`src/rtl/dbi_pkg.sv`:
```
// Shared constants and helpers for the 8-bit DBI receive path.
// Zero-count limits mirror the transmitter's inversion decision.
package dbi_pkg;

    localparam int DATA_W         = 8;
    localparam int ZERO_LIMIT_RAW = 4;  // encoder inverts when zeros exceed this
    localparam int ZERO_LIMIT_INV = 3;

    function automatic logic [3:0] zero_count(input logic [DATA_W-1:0] b);
        logic [3:0] z;
        z = 4'd0;
        for (int i = 0; i < DATA_W; i++) begin
            if (!b[i]) z = z + 4'd1;
        end
        return z;
    endfunction

endpackage

```
`src/rtl/dbi_lane_decode.sv`:
```
// Conditional byte inverter: restores raw data from an encoded byte and its DBI flag.
module dbi_lane_decode
    import dbi_pkg::*;
(
    input  logic [DATA_W-1:0] data,
    input  logic              dbi,
    output logic [DATA_W-1:0] decoded
);

    logic [DATA_W-1:0] inv_bits;

    for (genvar i = 0; i < DATA_W; i++) begin : g_bit
        inverter1bit u_inv (
            .a (data[i]),
            .y (inv_bits[i])
        );
        assign decoded[i] = dbi ? inv_bits[i] : data[i];
    end

endmodule

```
`src/rtl/inverter1bit.sv`:
```
// Library 1-bit inverter cell.
module inverter1bit (
    input  logic a,
    output logic y
);

    assign y = ~a;

endmodule

```
`src/rtl/dbi_decoder_8bit.sv`:
```
// DBI receive decoder: valid/ready input, 2-entry skid buffer of decoded bytes,
// saturating inverted-byte counter and sticky encoding-rule error flag.
module dbi_decoder_8bit
    import dbi_pkg::*;
#(
    parameter int CNT_W = 16
) (
    input  logic              clk,
    input  logic              reset,
    input  logic              in_valid,
    output logic              in_ready,
    input  logic [DATA_W-1:0] in_data,
    input  logic              in_dbi,
    output logic              out_valid,
    input  logic              out_ready,
    output logic [DATA_W-1:0] out_data,
    input  logic              clear_stats,
    output logic [CNT_W-1:0]  inv_count,
    output logic              rule_err
);

    logic [DATA_W-1:0] decoded;
    logic [DATA_W-1:0] mem [2];
    logic              wr_ptr;
    logic              rd_ptr;
    logic [1:0]        occ;
    logic              accept;
    logic              pop;
    logic [3:0]        zeros;
    logic              violation;

    dbi_lane_decode u_lane (
        .data    (in_data),
        .dbi     (in_dbi),
        .decoded (decoded)
    );

    assign in_ready  = (occ != 2'd2);
    assign out_valid = (occ != 2'd0);
    assign out_data  = out_valid ? mem[rd_ptr] : '0;
    assign accept    = in_valid & in_ready;
    assign pop       = out_valid & out_ready;

    assign zeros     = zero_count(in_data);
    assign violation = in_dbi ? (zeros > 4'(ZERO_LIMIT_INV))
                              : (zeros > 4'(ZERO_LIMIT_RAW));

    // Storage needs no reset: out_data is masked whenever occ is zero.
    always_ff @(posedge clk) begin
        if (accept) mem[wr_ptr] <= decoded;
    end

    always_ff @(posedge clk) begin
        if (reset) begin
            wr_ptr <= 1'b0;
            rd_ptr <= 1'b0;
            occ    <= 2'd0;
        end else begin
            if (accept) wr_ptr <= ~wr_ptr;
            if (pop)    rd_ptr <= ~rd_ptr;
            case ({accept, pop})
                2'b10:   occ <= occ + 2'd1;
                2'b01:   occ <= occ - 2'd1;
                default: occ <= occ;
            endcase
        end
    end

    always_ff @(posedge clk) begin
        if (reset || clear_stats) begin
            inv_count <= '0;
            rule_err  <= 1'b0;
        end else if (accept) begin
            if (in_dbi && (inv_count != {CNT_W{1'b1}}))
                inv_count <= inv_count + {{(CNT_W-1){1'b0}}, 1'b1};
            if (violation)
                rule_err <= 1'b1;
        end
    end

endmodule

```
`config.mk`:
```
export PLATFORM = sky130hd
export DESIGN_NAME = dbi_decoder_8bit
export DESIGN_NICKNAME = d
export VERILOG_FILES = /design/src/rtl/dbi_pkg.sv /design/src/rtl/dbi_lane_decode.sv /design/src/rtl/inverter1bit.sv /design/src/rtl/dbi_decoder_8bit.sv
export SDC_FILE = /design/constraint.sdc
export NUM_CORES = 1
export LEC_CHECK = 0
export ABC_AREA = 1
export CAP_MARGIN = 20
export CORE_ASPECT_RATIO = 1.5
export CORE_MARGIN = 5
export CORE_UTILIZATION = 35
export DETAILED_ROUTE_END_ITERATION = 10
export DONT_BUFFER_PORTS = 1
export SETUP_SLACK_MARGIN = 0.2
export SLEW_MARGIN = 20
export SYNTH_ARGS = -nofsm -noshare
export SYNTH_HDL_FRONTEND = slang
export SYNTH_HIERARCHICAL = 1
export SYNTH_SLANG_ARGS = --single-unit
```
`constraint.sdc`:
```
create_clock -name clk -period 12.1 [get_ports clk]
set_clock_uncertainty 0.05 [all_clocks]
set_input_delay 2.42 -clock clk [delete_from_list [all_inputs] [get_ports clk]]
set_output_delay 2.42 -clock clk [all_outputs]
set_load 0.02 [all_outputs]
```
Word level (Yosys, flattened, before mapping):

Memory sizes are Yosys's and may differ from the RTL's. A register that Yosys moved wholly into a read port is not among the register bits.
Cells that the tools add are included.

* register bits: 21
* input bits: 14
* memories: 1
* output and inout bits: 27
* RAM bits: 16

Memory list
* mem: words 2, bits a word 8, rd ports 1, clocked after memory_dff 1, write ports 1, line dbi_decoder_8bit.sv:23 `logic [DATA_W-1:0] mem [2];`

* bitwise logic cells: 12
* equal/unequal tests: 4
* add/subtract/negate cells: 10
* $lt $le $gt $ge: 2
* reduce and logical (&&, ||, !) cells: 6
* multiplexer cells: 23

Operators by type and width (count)
* $add A4 B1 Y4 const B: 7
* $mux W4: 7
* $add A16 B1 Y16 const B: 1
* $ne A16 B16 Y1 const B: 1
* $mux W1: 14
* $not A1 Y1: 10
* $mux W8: 1
* $gt A4 B2 Y1 const B: 1
* $gt A4 B3 Y1 const B: 1
* $pmux W2 S2: 1
* $reduce_and A2 Y1: 2
* $reduce_bool A2 Y1: 2
* $add A2 B1 Y2 const B: 1
* $and A1 B1 Y1: 2
* $eq A2 B1 Y1 const B: 1
* $eq A2 B2 Y1 const B: 1
* $ne A2 B2 Y1 const B: 1
* $sub A2 B1 Y2 const B: 1
* $logic_and A1 B1 Y1: 1
* $logic_or A1 B1 Y1: 1

Logic depth before layout (Yosys ltp):

Gate-level depths: netlist (run 1).

* depth in word-level cells: 18
* gate-level depth with buffers: 26
* mapped depth without buffers: 26

By module:

The synthesis (run 1) kept the hierarchy.

Modules (own cells, without submodules)
* dbi_decoder_8bit: seq. area each 920.9 um2, times used 1, area each 2349.8 um2, cells an instance 318
* dbi_lane_decode: seq. area each 0.0 um2, times used 1, area each 105.1 um2, cells an instance 26
* inverter1bit: seq. area each 0.0 um2, times used 8, area each 3.8 um2, cells an instance 1

Worst setup path after synthesis (run 1):

No wires, ideal clock.

* path type: input-to-reg
* start point: in in_data[0]
* end point: reg rule_err
* path slack: 6.492 ns
* stages on the path: 24
* data arrival time: 5.437 ns
* required time: 11.930 ns
* library setup time: 0.120 ns
* cell sequence: inv_1 ha_1 inv_1 nand2_2 nand2_4 or2_2 a21oi_1 ha_1 or2_2 nand2_2 nor2_2 o31ai_1 ha_1 nand2_1 nand2_1 ha_1 nand2_1 nand2_1 inv_1 nand3_1 nand2_1 nand2_1 nand2_1 a21oi_2

* word-level cells in the longest chain between the ends: 18
* elaborated cells on any way between the ends: 19
* those cells by class: add/sub: 7; order compare: 2; mux: 9; reduce/logical: 1

Ends and longest elaborated chain
* start: declaration: line dbi_decoder_8bit.sv:12 `input logic [DATA_W-1:0] in_data,`
* $mux W1 (*): line dbi_pkg.sv:13 `if (!b[i]) z = z + 4'd1;`
* $add A4 B1 Y4: line dbi_pkg.sv:13
* $mux W4 (*): line dbi_pkg.sv:13
* $add A4 B1 Y4: line dbi_pkg.sv:13
* $mux W4 (*): line dbi_pkg.sv:13
* $add A4 B1 Y4: line dbi_pkg.sv:13
* $mux W4 (*): line dbi_pkg.sv:13
* $add A4 B1 Y4: line dbi_pkg.sv:13
* [2 not listed]
* $mux W4 (*): line dbi_pkg.sv:13
* $add A4 B1 Y4: line dbi_pkg.sv:13
* $mux W4 (*): line dbi_pkg.sv:13
* $add A4 B1 Y4: line dbi_pkg.sv:13
* $mux W4 (*): line dbi_pkg.sv:13
* $gt A4 B3 Y1 / $gt A4 B2 Y1 (equally long branches): line dbi_decoder_8bit.sv:46, dbi_decoder_8bit.sv:45
* $mux W1 (*): line dbi_decoder_8bit.sv:45 `assign violation = in_dbi ? (zeros > 4'(ZERO_LIMIT_INV))`
* $reduce_and A2 Y1 (no source line) (*)
* end signal: assignment: line dbi_decoder_8bit.sv:72 `rule_err <= 1'b0;`
* end signal: assignment: line dbi_decoder_8bit.sv:77 `rule_err <= 1'b1;`
* end: declaration: line dbi_decoder_8bit.sv:19 `output logic rule_err`

Mark *: on every way between the ends. The rest lies on a longest branch, timed or not.
A chain may end at the register's enable or synchronous reset.

Worst setup path in the final report (run 1):

Same ends and word-level chain as after synthesis.

==> flow_summary.ini, run 1 <==
[clock_tree]
cts_resized = 0
h-tree-depth = 2
ctsHoldBuffers = 0
cts.sinks = 38
cts_tree = built
cts.reportedPaths.clkPinSlew_ns = 0.07
cts_buffers = 5
cts-root-buf = clkbuf_8
clkLatencyLatePin_ns = 0.29
cts_buffer_depth = 2
cts_setup_buffers = 0

[worst_setup_path]
cp_max_fo = 5
cp_data_required_time_ns = 12.22
cp-end-kind = flip-flop
worst-path-buf-inv = 3
cp_slowest_cell = ha_1
rrSetupSlack_ns = 9.90
critical-path-top-delay-family = simple AND/OR/NAND/NOR gates
crit_top_cell = nand2_1
critPathArrivalTime_ns = 5.60
critPathKind = in -> reg
crit_path_max_incr_delay_ns = 0.36
worstPathCellList = inv_1 -> ha_1 -> inv_1 -> nand2_2 -> nand2_4 -> or2_2 -> a21oi_1 -> ha_1 -> or2_2 -> nand2_2 -> nor2_2 -> o31ai_1 -> ha_1 -> nand2_1 -> nand2_1 -> ha_1 -> nand2_1 -> nand2_1 -> inv_1 -> nand3_1 -> nand2_1 -> nand2_1 -> nand2_1 -> a21oi_2
start_kind = input pin

[floorplanning]
pin_count = 41
core-area_um2 = 6900
die_area_um2 = 8920
die_height_um = 113
start_util_pct = 36.0
num_rows = 37
die_w_um = 78.8

[sta]
slew_viol_final = 0
rsz0062_at_grt = no
period_share_pct = 45.3
relSlewSlack_pct = 49.4
final_hold_viol_count = 0
setup_viol_count_final = 0
worstMarginPinSlew_ns = 0.756
max_freq_ghz = 0.182
min_period_ns = 5.48
fin_tns_setup_ns = 0
timing.hold.ws_ns = 0.402

[layout]
syn2layout_area_growth_pct = 7.25
fin_nets = 380
diodes = 0
stdcell_area_um2 = 2670
drive_gt1_share_pct = 13.5
final_cells = 434

[detailed_routing]
antenna_left = 0
via_per_inst = 4.74
wirelength_mm = 4.99
drt_iter0_drc = 102
wl_per_cell_um = 11.5
vias = 2057
dr.pass1.iters = 4
drc = 0

[place]
hpwl_mm = 4.02
dpl.cell_count = 426
gp_congestion = 0.828
io_buffers = 0
dpl_cell_area_um2 = 2560

[global_route]
grt-ovfl-total = 0
grt_usage_pct = 11.4
grt_pass1_wl_mm = 8.22
grt_max_degree = 12
antenna_found_initial = 0
first_global_vias = 1883

[synthesis]
syn_avg_cell_area_um2 = 7.06
syn-num-nets = 377
ys_types = 31
yosysSeqAreaShare_pct = 37.1
ys_async_sr_fraction_pct = 0
yosys_warnings = 6
synth-seq-cells = 38
synth_edf_count = 16
netlist_area_um2 = 2480
synthFlopType = dfxtp_1
netlist_instances = 352

[power]
leakage_uw = 0.00119
ir_drop_mv = 0.0486
power_uw = 361
p_per_area_nw_per_um2 = 135

[hold_path]
hp-class = reg -> reg

[run]
max_cap_viol_count = 0

[status]
status = finished, final reports clean
==> layout by cell type, fill, tap and decap left out <==
| cell | netlist | routed |
|---|---|---|
| nand3_4 | 1 | 1 |
| a21oi_1 | 25 | 25 |
| nand2_1 | 99 | 99 |
| inv_1 | 51 | 51 |
| nor3b_1 | 1 | 1 |
| nor3_2 | 1 | 1 |
| nor2_2 | 2 | 2 |
| a21oi_2 | 1 | 1 |
| clkbuf_1 | 2 | 2 |
| nand2_4 | 5 | 5 |
| clkbuf_8 | 0 | 5 |
| o221a_2 | 1 | 1 |
| o21ai_1 | 2 | 2 |
| nand2_2 | 15 | 15 |
| dfxtp_1 | 22 | 22 |
| nand4_1 | 1 | 1 |
| edfxtp_1 | 16 | 16 |
| xnor2_1 | 1 | 1 |
| o21ai_0 | 14 | 14 |
| nand3_1 | 21 | 21 |
| o21a_1 | 1 | 1 |
| nand3_2 | 5 | 5 |
| o31ai_1 | 1 | 1 |
| xor2_1 | 2 | 2 |
| nor3_1 | 10 | 10 |
| nor4_1 | 3 | 3 |
| bufinv_16 | 0 | 1 |
| inv_2 | 7 | 7 |
| or2_2 | 4 | 4 |
| nor2_1 | 25 | 25 |
| ha_1 | 11 | 11 |
==> cell families (layout without fill, tap and decap cells) <==
logic type / Yosys count / after routing / share of synthesized area, %
simple gates: 193 / 193 / 37.0
flops: 38 / 38 / 37.1
xor+xnor: 3 / 3 / 1.06
compound gates: 45 / 45 / 9.67
fa+ha+maj: 11 / 11 / 5.54
buf+inv: 62 / 66 / 9.72
==> through the flow <==
stage                     utilization [%]  worst slack [ns]
after CTS                            38.6              6.62
after global routing                 38.6              6.36
final                                38.6              6.62
after floorplan                         -              6.49
after detailed placement             37.1              6.30
after global placement               37.1              6.33
==> cell usage after synthesis (2+ instances only) <==
master / instances / area (um^2)
nand2_4: 5 / 56.3
o21ai_0: 14 / 70.1
nand2_2: 15 / 93.8
nand3_1: 21 / 105
nor2_1: 25 / 93.8
xor2_1: 2 / 17.5
inv_2: 7 / 26.3
or2_2: 4 / 25.0
dfxtp_1: 22 / 440
o21ai_1: 2 / 10.0
ha_1: 11 / 138
nand3_2: 5 / 50.1
clkbuf_1: 2 / 7.51
a21oi_1: 25 / 125
nor2_2: 2 / 12.5
nand2_1: 99 / 372
edfxtp_1: 16 / 480
nor4_1: 3 / 18.8
inv_1: 51 / 191
nor3_1: 10 / 50.1
==> layer usage <==
layer,wire length (um),vias to the layer above,part of all wire (%),GRT usage [%]
li1,-,1126,-,-
met1,2010,886,40,11.7
met2,2590,39,52,21.5
met3,291,6,5.8,2.55
met4,98,0,2.0,5.25
met5,0,-,0,0
==> state kept, by name, indices dropped and copies added (netlist names), named ones only <==
register	flops
inv_count	16
mem	16
occ	2
rd_ptr	1
rule_err	1
wr_ptr	1
==> worst paths after layout <==
path	end	from	cells after the start
max	rule_err	in_data[0]	24
max reg2reg	occ[1]	occ[0]	10
min	rd_ptr	rd_ptr	1
min reg2reg	rd_ptr	rd_ptr	1
==> final cells by class <==
type | count | area, um^2
tap | 78 | 97.6
inverter | 58 | 218
sequential | 38 | 921
multi-input combinational | 252 | 1320
fill | 704 | 4230
clock inverter | 1 | 30.0
clock buffer | 7 | 76.3
==> worst register-to-register path: cells and delay by family (launching register included) <==
family                     cells  cell delay (ns)
DFF                            1             0.35
and+or+nand+nor                4             0.82
AOI/OAI and AO/OA              2             0.20
adders and majority gates      1             0.27
buffers and inverters          3             0.44
==> where the power goes <==
part / internal [uW] / switching (uW)
combinational: 29.9 / 72.5
clock: 61.7 / 42.3
sequential: 146 / 7.93
total: 238 / 123
Note: power is estimated with default switching activity, not from simulation.
==> inputs of run 2 (changes only) <==
==> constraint.sdc (replaced) <==
create_clock -name clk -period 5 [get_ports clk]
set_clock_uncertainty 0.05 [all_clocks]
set_input_delay 1 -clock clk [delete_from_list [all_inputs] [get_ports clk]]
set_output_delay 1 -clock clk [all_outputs]
set_load 0.02 [all_outputs]
==> flow_summary.ini, run 2 (synthesis results as in run 1) <==
[status]
status = finished, final reports clean

[worst_setup_path]
critPathKind = in -> reg
crit_path_max_incr_delay_ns = 0.36
rrSetupSlack_ns = 2.80
r2r_end = inv_count[14]
crit_top_cell = nand2_1
cp_slowest_cell = ha_1
critPathArrivalTime_ns = 4.18
start_kind = input pin
rr_worst_depth = 11
cp_max_fo = 5
crit-reg2reg-launch = inv_count[0]
startpoint = in_data[0]
cp_data_required_time_ns = 5.12
worstPathCellList = inv_1 -> ha_1 -> inv_1 -> nand2_2 -> nand2_4 -> or2_2 -> a21oi_1 -> ha_1 -> or2_2 -> nand2_2 -> nor2_2 -> o31ai_1 -> ha_1 -> nand2_1 -> nand2_1 -> ha_1 -> nand2_1 -> nand2_1 -> inv_1 -> nand3_1 -> nand2_1 -> nand2_1 -> nand2_1 -> a21oi_2
cp-endpoint = rule_err
cp-end-kind = flip-flop

[clock_tree]
clkLatencyLatePin_ns = 0.29
cts_tree = built
cts_buffers = 5
cts_resized = 0
cts.sinks = 38
h-tree-depth = 2
cts_buffer_depth = 2
ctsHoldBuffers = 0
cts.reportedPaths.clkPinSlew_ns = 0.07
cts_setup_buffers = 0
cts-root-buf = clkbuf_8

[layout]
reg.largest.list = inv_count: 16 flops, mem: 16 flops, occ: 2 flops
layout_commonest_cell = nand2_1
diodes = 0
final_cell_mix = nand2_1, inv_1, nor2_1, a21oi_1, dfxtp_1
drive_gt1_share_pct = 13.8
final_cells = 434
syn2layout_area_growth_pct = 8.31
fin_nets = 380

[global_route]
grt_usage_pct = 12.0
grt-ovfl-total = 0
antenna_found_initial = 0
grt_max_degree = 13
first_global_vias = 1980
grt_pass1_wl_mm = 8.63

[floorplanning]
core-area_um2 = 6900
die_height_um = 113
die_w_um = 78.8
num_rows = 37
start_util_pct = 36.0
die_area_um2 = 8920
pin_count = 41

[sta]
worstMarginPinSlew_ns = 0.750
max_freq_ghz = 0.246
rsz0062_at_grt = no
final_hold_viol_count = 0
relSlewSlack_pct = 49.8
slew_viol_final = 0
fin_tns_setup_ns = 0
period_share_pct = 81.2
min_period_ns = 4.06
setup_viol_count_final = 0

[place]
gp_congestion = 0.828
hpwl_mm = 4.09
dpl.cell_count = 426
io_buffers = 0

[detailed_routing]
antenna_left = 0
via_per_inst = 4.82
drt_iter0_drc = 84
wl_per_cell_um = 11.7
vias = 2092
dr.pass1.iters = 4
drc = 0
wirelength_mm = 5.06

[hold_path]
hp-start = rd_ptr
hp-class = reg -> reg

[power]
leakage_uw = 0.00120
p_per_area_nw_per_um2 = 343
ir_drop_mv = 0.165

[run]
max_cap_viol_count = 0
## run 2: changes by cell type in the layout (fill, tap and decap cells not counted), sizes merged
cell    before  now
bufinv       1    2
clkbuf       7    5
clkinv       0    1
## run 2: worst min path at each step
stage | endpoint | cells past startpoint | slack, ns
final | rd_ptr | 1 | 0.40
after global placement | rd_ptr | 1 | 0.39
after floorplan | flip-flop | 1 | 0.38
after CTS | rd_ptr | 1 | 0.40
after detailed placement | rd_ptr | 1 | 0.39
after global routing | rd_ptr | 1 | 0.43
## run 2: critical path, delay by kind of cell
family          cells  cell delay, ns
simple gates       14            1.38
compound gates      3            0.46
fa+ha+maj           4            1.18
buf+inv             3            0.15
## run 2: through the flow
stage          hold WS [ns]  setup slack (ns)  instance area (um^2)  util, %  total power (uW)
2_1_floorplan         0.375             0.812                  2480        -               589
3_3_place_gp          0.386             0.646                  2560     37.1               626
3_5_place_dp          0.393             0.604                  2560     37.1               631
4_1_cts               0.403             0.919                  2690     39.0               934
5_1_grt               0.433             0.543                  2690     39.0               987
6_report              0.404             0.940                  2690     39.0               924
## run 2: power breakdown
part | leakage (uW) | internal, uW | switching [uW]
Clock | 0.0000658 | 197 | 107
Combinational | 0.000807 | 72.4 | 175
Sequential | 0.000329 | 354 | 19.0
Total | 0.00120 | 623 | 300
## run 2: layout make-up
class	instances	area, um^2
sequential	38	921
multi-input combinational	252	1320
clock inverter	3	63.8
clock buffer	5	68.8
tap	78	97.6
fill	729	4210
inverter	58	218
## run 2: metal layers
metal	routed length, um	global-route usage (%)
met5	0	0
met4	102	5.25
met3	243	2.71
met2	2650	22.6
met1	2070	12.6
==> inputs of run 3 (changes only) <==
==> constraint.sdc (replaced) <==
create_clock -name clk -period 3.7 [get_ports clk]
set_clock_uncertainty 0.05 [all_clocks]
set_input_delay 0.74 -clock clk [delete_from_list [all_inputs] [get_ports clk]]
set_output_delay 0.74 -clock clk [all_outputs]
set_load 0.02 [all_outputs]
==> flow_summary.ini, run 3 (synthesis results as in run 1) <==
[status]
status = finished, final reports clean

[detailed_routing]
dr.pass1.iters = 6
drc = 0
wl_per_cell_um = 11.8
drt_iter0_drc = 100
antenna_left = 0
wirelength_mm = 5.13
via_per_inst = 4.80
vias = 2088

[worst_setup_path]
critPathArrivalTime_ns = 3.55
r2r_end = inv_count[14]
crit_top_cell = nand2_1
cp-end-kind = flip-flop
cp_slowest_cell = ha_4
critPathKind = in -> reg
worstPathCellList = inv_6 -> ha_4 -> inv_2 -> nand2_4 -> nand2_4 -> or2_4 -> a21oi_4 -> ha_4 -> or2_4 -> nand2_4 -> nor2_2 -> o31ai_2 -> ha_1 -> nand2_1 -> nand2_2 -> ha_4 -> nand2_1 -> nand2_1 -> inv_1 -> nand3_1 -> nand2_1 -> nand2_1 -> nand2_1 -> a21oi_2
start_kind = input pin
cp_data_required_time_ns = 3.87
cp_max_fo = 5
crit_path_max_incr_delay_ns = 0.28
rrSetupSlack_ns = 1.49
crit-reg2reg-launch = inv_count[0]
rr_worst_depth = 11

[global_route]
grt_max_degree = 12
grt_usage_pct = 12.2
grt-ovfl-total = 0
antenna_found_initial = 0
first_global_vias = 2020
grt_pass1_wl_mm = 8.78

[floorplanning]
die_area_um2 = 8920
core-area_um2 = 6900
start_util_pct = 36.0
pin_count = 41
num_rows = 37
die_w_um = 78.8
die_height_um = 113

[clock_tree]
cts-root-buf = clkbuf_8
ctsHoldBuffers = 0
cts_tree = built
h-tree-depth = 2
cts_buffer_depth = 2
clkLatencyLatePin_ns = 0.28
cts.reportedPaths.clkPinSlew_ns = 0.07
cts_buffers = 5
cts.sinks = 38

[hold_path]
hold_depth = 1
holdPathEnd = rd_ptr
hp-class = reg -> reg
hp-start = rd_ptr

[layout]
fill_cells = 694
syn2layout_area_growth_pct = 10.4
layout_commonest_cell = nand2_1
seq_area_um2 = 921
final_cell_mix = nand2_1, inv_1, nor2_1
drive_gt1_share_pct = 16.5
diodes = 0
fin_nets = 381
multi_input_area_um2 = 1400
final_core_util_pct = 39.8
reg.largest.list = inv_count: 16 flops, mem: 16 flops, occ: 2 flops

[power]
ir_drop_mv = 0.159
p_per_area_nw_per_um2 = 412
leakage_uw = 0.00120

[sta]
rsz0062_at_grt = yes
min_period_ns = 3.38
worstMarginPinSlew_ns = 0.742
period_share_pct = 91.3
final_hold_viol_count = 0
max_freq_ghz = 0.296
setup_viol_count_final = 0
relSlewSlack_pct = 50.4
slew_viol_final = 0
setup_ws_ns = 0.321

[place]
hpwl_mm = 4.11
gp_congestion = 0.825
dpl_worst_slack_ns = -0.0123
io_buffers = 0

[run]
max_cap_viol_count = 0
## run 3: critical path, delay by kind of cell
| family | cells | cell delay (ns) |
|---|---|---|
| AND/OR/NAND/NOR | 14 | 1.18 |
| adder cells (fa/ha/maj) | 4 | 1.02 |
| AO/OA/AOI/OAI | 3 | 0.50 |
| buffers and inverters | 3 | 0.11 |
## run 3: final cells by class
| class | instances | area share [%] |
|---|---|---|
| clock buffers | 5 | 2.51 |
| repair buffers | 1 | 0.274 |
| multi-input cells | 252 | 51.1 |
| well taps | 78 | 3.56 |
| flip-flops and latches | 38 | 33.6 |
| inverters | 58 | 8.57 |
| clock inverters | 3 | 0.410 |
## run 3: timing repair
item,in CTS,in global routing
setup buffers,0,0
gates resized for setup,0,10
setup endpoints to repair,0,1
## run 3: worst max-delay path by stage
stage,from,end,depth (start not counted)
floorplan,in_data[0],rule_err,24
global placement,in_data[0],rule_err,24
detailed placement,in_data[0],rule_err,24
CTS,in_data[0],rule_err,24
global route,in_data[1],rule_err,24
finish,in_data[1],rule_err,24
## run 3: metal layers
layer / GRT usage (%) / wire length (um) / vias up / part of all wire (%)
met4: 5.83 / 108 / 0 / 2.1
met3: 2.39 / 233 / 6 / 4.5
li1: - / - / 1130 / -
met2: 22.2 / 2640 / 31 / 51
met5: 0 / 0 / - / 0
met1: 13.3 / 2150 / 921 / 42
## run 3: metrics by stage
step / hold slack [ns] / instance area (um^2) / total power [uW] / TNS, ns / instances
finish: 0.406 / 2740 / 1130 / 0 / 435
global route: 0.428 / 2740 / 1220 / 0 / 435
CTS: 0.406 / 2690 / 1130 / 0 / 435
detailed placement: 0.396 / 2610 / 862 / -0.0123 / 427
global placement: 0.386 / 2610 / 855 / 0 / 427
floorplan: 0.375 / 2520 / 802 / 0 / 352
## run 3: where the power goes
part	internal, uW	switching [uW]	total [uW]
Combinational	113	251	364
Clock	126	137	262
Sequential	478	25.6	504
Total	717	413	1130
